===== config.mk =====
export PLATFORM = sky130hd
export DESIGN_NAME = divider
export DESIGN_NICKNAME = d
export VERILOG_FILES = /design/src/rtl/divider.sv
export SDC_FILE = /design/constraint.sdc
export NUM_CORES = 1
export LEC_CHECK = 0
export CAP_MARGIN = 20
export CORE_MARGIN = 5
export CORE_UTILIZATION = 61
export CTS_CLUSTER_DIAMETER = 150
export DETAILED_ROUTE_END_ITERATION = 7
export HOLD_SLACK_MARGIN = 0.06
export PLACE_DENSITY = 0.92
export SKIP_LAST_GASP = 1
export SLEW_MARGIN = 0
export SYNTH_ARGS = -nofsm -noshare
export SYNTH_HDL_FRONTEND = slang
export SYNTH_SLANG_ARGS = --single-unit
export TNS_END_PERCENT = 1

===== constraint.sdc =====
create_clock -name clock -period 8.31 [get_ports clock]
set_clock_uncertainty 0.15 [all_clocks]
set_input_delay 0.831 -clock clock [delete_from_list [all_inputs] [get_ports clock]]
set_output_delay 0.831 -clock clock [all_outputs]
set_load 0.02 [all_outputs]

===== src/rtl/divider.sv =====
// Sequential WIDTH-bit integer divider (MIPS div/divu): restoring shift-subtract on
// magnitudes, one quotient bit per clock, then a single sign fix-up cycle.
module divider #(
    parameter int WIDTH = 32
) (
    input  logic             clock,
    input  logic             reset,
    input  logic             start,
    input  logic             is_signed,
    input  logic [WIDTH-1:0] operand1,
    input  logic [WIDTH-1:0] operand2,
    output logic [WIDTH-1:0] hi,
    output logic [WIDTH-1:0] lo,
    output logic             busy,
    output logic             done,
    output logic             div_zero,
    output logic [1:0]       state_dbg
);

    // Handshake: start is sampled only in IDLE (ignored while busy); the request is
    // accepted on that edge, busy rises, and done pulses high for exactly one cycle
    // once hi/lo hold the new result. A start seen in the done cycle is accepted.

    localparam int CW = $clog2(WIDTH + 1);

    typedef enum logic [1:0] {
        IDLE = 2'd0,
        RUN  = 2'd1,
        FIX  = 2'd2
    } state_t;

    state_t           state_q, state_d;
    logic [CW-1:0]    count_q, count_d;
    logic [WIDTH-1:0] rem_q, rem_d;
    logic [WIDTH-1:0] quo_q, quo_d;
    logic [WIDTH-1:0] dvs_q, dvs_d;
    logic             q_neg_q, q_neg_d;
    logic             r_neg_q, r_neg_d;
    logic             dz_q, dz_d;
    logic [WIDTH-1:0] hi_q, hi_d;
    logic [WIDTH-1:0] lo_q, lo_d;
    logic             busy_q, busy_d;
    logic             done_q, done_d;
    logic             div_zero_q, div_zero_d;

    logic             sign1, sign2;
    logic [WIDTH-1:0] mag1, mag2;
    logic [WIDTH:0]   rem_sh, diff;

    always_comb begin
        sign1 = is_signed & operand1[WIDTH-1];
        sign2 = is_signed & operand2[WIDTH-1];
        mag1  = sign1 ? -operand1 : operand1;
        mag2  = sign2 ? -operand2 : operand2;
        // rem < divisor always holds, so one extra bit suffices for the shifted value.
        rem_sh = {rem_q, quo_q[WIDTH-1]};
        diff   = rem_sh - {1'b0, dvs_q};
    end

    always_comb begin
        state_d    = state_q;
        count_d    = count_q;
        rem_d      = rem_q;
        quo_d      = quo_q;
        dvs_d      = dvs_q;
        q_neg_d    = q_neg_q;
        r_neg_d    = r_neg_q;
        dz_d       = dz_q;
        hi_d       = hi_q;
        lo_d       = lo_q;
        busy_d     = busy_q;
        done_d     = 1'b0;
        div_zero_d = div_zero_q;

        case (state_q)
            IDLE: begin
                if (start) begin
                    q_neg_d    = sign1 ^ sign2;
                    r_neg_d    = sign1;
                    rem_d      = '0;
                    dvs_d      = mag2;
                    count_d    = CW'(WIDTH);
                    busy_d     = 1'b1;
                    div_zero_d = 1'b0;
                    if (operand2 == '0) begin
                        // Keep the raw dividend: it becomes hi on divide-by-zero.
                        dz_d    = 1'b1;
                        quo_d   = operand1;
                        state_d = FIX;
                    end else begin
                        dz_d    = 1'b0;
                        quo_d   = mag1;
                        state_d = RUN;
                    end
                end
            end
            RUN: begin
                if (!diff[WIDTH]) begin
                    rem_d = diff[WIDTH-1:0];
                    quo_d = {quo_q[WIDTH-2:0], 1'b1};
                end else begin
                    rem_d = rem_sh[WIDTH-1:0];
                    quo_d = {quo_q[WIDTH-2:0], 1'b0};
                end
                count_d = count_q - CW'(1);
                if (count_q == CW'(1)) begin
                    state_d = FIX;
                end
            end
            FIX: begin
                if (dz_q) begin
                    hi_d       = quo_q;
                    lo_d       = '1;
                    div_zero_d = 1'b1;
                end else begin
                    hi_d = r_neg_q ? -rem_q : rem_q;
                    lo_d = q_neg_q ? -quo_q : quo_q;
                end
                done_d  = 1'b1;
                busy_d  = 1'b0;
                count_d = '0;
                state_d = IDLE;
            end
            default: begin
                state_d = IDLE;
            end
        endcase
    end

    always_ff @(posedge clock) begin
        if (reset) begin
            state_q    <= IDLE;
            count_q    <= '0;
            rem_q      <= '0;
            quo_q      <= '0;
            dvs_q      <= '0;
            q_neg_q    <= 1'b0;
            r_neg_q    <= 1'b0;
            dz_q       <= 1'b0;
            hi_q       <= '0;
            lo_q       <= '0;
            busy_q     <= 1'b0;
            done_q     <= 1'b0;
            div_zero_q <= 1'b0;
        end else begin
            state_q    <= state_d;
            count_q    <= count_d;
            rem_q      <= rem_d;
            quo_q      <= quo_d;
            dvs_q      <= dvs_d;
            q_neg_q    <= q_neg_d;
            r_neg_q    <= r_neg_d;
            dz_q       <= dz_d;
            hi_q       <= hi_d;
            lo_q       <= lo_d;
            busy_q     <= busy_d;
            done_q     <= done_d;
            div_zero_q <= div_zero_d;
        end
    end

    assign hi        = hi_q;
    assign lo        = lo_q;
    assign busy      = busy_q;
    assign done      = done_q;
    assign div_zero  = div_zero_q;
    assign state_dbg = state_q;

endmodule


==> out/qor.txt <==
Lkg Pwr -> 5.00 nW
# resized after CTS -> 0
GRT overflow -> 0
Sequential share of the synthesized area -> 31.1%
Hold-fix buffers, CTS -> 0
Detailed-route DRC error count -> 0
Post-DP HPWL -> 24400 um
Synth Area per Inst -> 7.75 um^2
Vias in the first global route -> 10.5k
Largest net degree at the start of global routing -> 89
Slew Limit Fails -> 0
Worst EP arrival -> 4.19 ns
Setup TNS -> 0 ns
Clock root cell -> clkbuf_16
Max_slew headroom -> 30.7%
Crit Path Class -> input pin to flip-flop
Most frequent cells in the layout -> 173 x dfxtp_1, 153 x nand2_1, 153 x nor2_1, 135 x clkdlybuf4s50_1, 114 x o21ai_0
Critical Path RT -> 8.44 ns
Clock tree from TritonCTS -> done
Area Overhead vs Synth -> 17.7%
Combinational share of power -> 28.1%
Area leader, netlist -> dfxtp_1
Diodes inserted -> 0
WL/cell -> 19.4 um
Vias per cell -> 6.38
Post-Syn Area -> 11200 um^2
Most common cell after layout, fill and taps aside -> dfxtp_1
Sw frac -> 35.2%
Chip Width -> 145 um
TritonCTS buffer count -> 17
DRT antenna net count -> 0
Peak VDD IR -> 0.202 mV
Post-synth EDFFs -> 0
Sw Pwr -> 0.000877 W
I/O pin count -> 137
PortBufs -> 136
P_int -> 0.00161 W
Post-CTS setup buffers -> 0
Synth top area cells -> dfxtp_1 31%, xor2_1 6.6%, o21ai_0 5.1%
Power per Cell Area -> 189 nW/um^2
Final net count -> 1629
H-Tree Depth -> 4
Synth Flop Type -> dfxtp_1
Drt first pass iters -> 7
Max-Cap Viols -> 0
Startpoint Class -> input pin
Placer Congestion -> 0.973
Global-route usage over all layers -> 30.4%
FF/Latch Area -> 3480 um^2
Synth warn -> 0
Outcome -> complete, no violations
Die footprint -> 21200 um^2
Die span in y -> 145 um
Clock Sinks -> 174
#FFs+latches synth -> 174
First-pass GRT wire length -> 54200 um
Final instance area -> 13200 um^2
Initial antenna violation count -> 0
CP endpoint kind -> flip-flop
Multi-input gate area -> 7140 um^2
Syn_nets -> 1554
Clk_lat worst skew -> 0.44 ns
# rows -> 49
Clock Power Share -> 31.5%
Reg power frac -> 40.3%
Worst Tran Pin Value -> 1.04 ns
Setup-failing EPs final -> 0
Class of the worst hold path -> flip-flop to flip-flop
Initial Util -> 62.1%
Final Cycle Share -> 48.8%
Fmax -> 246 MHz
Clock transition time at the flip-flop clock pins of the worst setup and hold paths -> 0.08 ns
Layout cell share with drive strength beyond 1 -> 4.11%
CORE AREA -> 18000 um^2
Layout fillers -> 1315
Hold Vio Cnt, Final -> 0
Cells after Synth -> 1444
Unrepaired setup endpoints after global routing -> false
Post-synth top area share -> 31.1%
Clock tree buffer depth -> 2
Placed inst area -> 12600 um^2
DR vias -> 11.2k
Drt initial violations -> 1407
Final Critical Period -> 4.06 ns
Routed wire length -> 34100 um
Synth unique cells -> 64
Asr flop ratio synth -> 0%
Worst Path Max Fanout -> 31
==> critical path, stage by stage <==
cell	delay (ns)
clkdlybuf4s50_1	0.46
or3_1	0.45
nor4b_1	0.72
nand3_1	0.39
o311a_1	0.39
buf_4	0.23
o31ai_1	0.12
xor2_1	0.20
nand2_1	0.11
o211ai_1	0.15
a21oi_1	0.11
==> cell usage after synthesis, types with 25 or more instances <==
cell type and instances:
a21oi_1 83, o31ai_1 30, nor3_1 25, a211oi_1 35
mux2i_1 52, dfxtp_1 174, xnor2_1 54, ha_1 41
o22ai_1 32, a21o_1 26, inv_1 59, nor2_1 153
nand2_1 153, or3_1 27, o21ai_0 115, clkbuf_1 81
xor2_1 84
==> registers in the layout, summed over array words and instances (netlist names) <==
name,flops
busy,1
count_q,6
div_zero,1
done,1
dvs_q,32
dz_q,1
hi,32
lo,32
q_neg_q,1
quo_q,32
r_neg_q,1
rem_q,32
state_dbg,2
==> layout make-up <==
type                       instances  share of cell area (%)
multi-input combinational       1117                    54.2
clock inverter                    14                    1.04
tap                              229                    2.17
sequential                       174                    26.4
inverter                          60                    1.71
timing repair buffer             149                    11.2
clock buffer                      18                    3.26
==> per-layer routing <==
metal	wire length, um	global-route usage [%]	up-vias
met5	0	0	-
met4	2070	16.4	0
met3	2950	5.79	155
met2	15700	50.3	642
met1	13400	37.4	5124
li1	-	-	5319
==> power by group through the flow <==
stage / Sequential, W / Clock [W] / Combinational (W)
final: 0.00100 / 0.000785 / 0.000700
after detailed placement: 0.00102 / 0 / 0.000675
after CTS: 0.00100 / 0.000780 / 0.000685
after global routing: 0.00101 / 0.000816 / 0.000758
after global placement: 0.00102 / 0 / 0.000655
after floorplan: 0.000999 / 0 / 0.000461
==> metrics by stage <==
step                      utilization [%]  std cells  hold slack (ns)  power (W)  setup slack [ns]
after floorplan                         -       1444            0.282    0.00146              4.73
after global placement               69.8       1728            0.290    0.00167              4.05
after detailed placement             69.8       1728            0.302    0.00169              3.86
after CTS                            73.0       1760            0.313    0.00246              4.31
after global routing                 73.1       1761            0.334    0.00258              4.03
final                                73.1       1761            0.316    0.00249              4.25
==> worst paths after layout <==
check / startpoint / to / slack (ns) / cells past startpoint
worst max-delay path: operand2[2] / quo_q[3] / 4.25 / 11
worst min-delay path: dvs_q[19] / dvs_q[19] / 0.32 / 2
worst max register to register: rem_q[22] / rem_q[27] / 4.46 / 11
worst min register to register: dvs_q[19] / dvs_q[19] / 0.32 / 2
==> kinds of logic (layout without fill, tap and decap cells) <==
| family | after synthesis | after routing | share of synthesized area, % |
|---|---|---|---|
| AOI/OAI and AO/OA | 431 | 431 | 24.9 |
| xor gates and xnor gates | 138 | 138 | 10.8 |
| adders and majority gates | 42 | 42 | 4.76 |
| buffers and inverters | 153 | 241 | 5.22 |
| DFF | 174 | 174 | 31.1 |
| muxes | 52 | 52 | 4.65 |
| and+or+nand+nor | 454 | 454 | 18.6 |
Note: power is estimated with default switching activity, not from simulation.
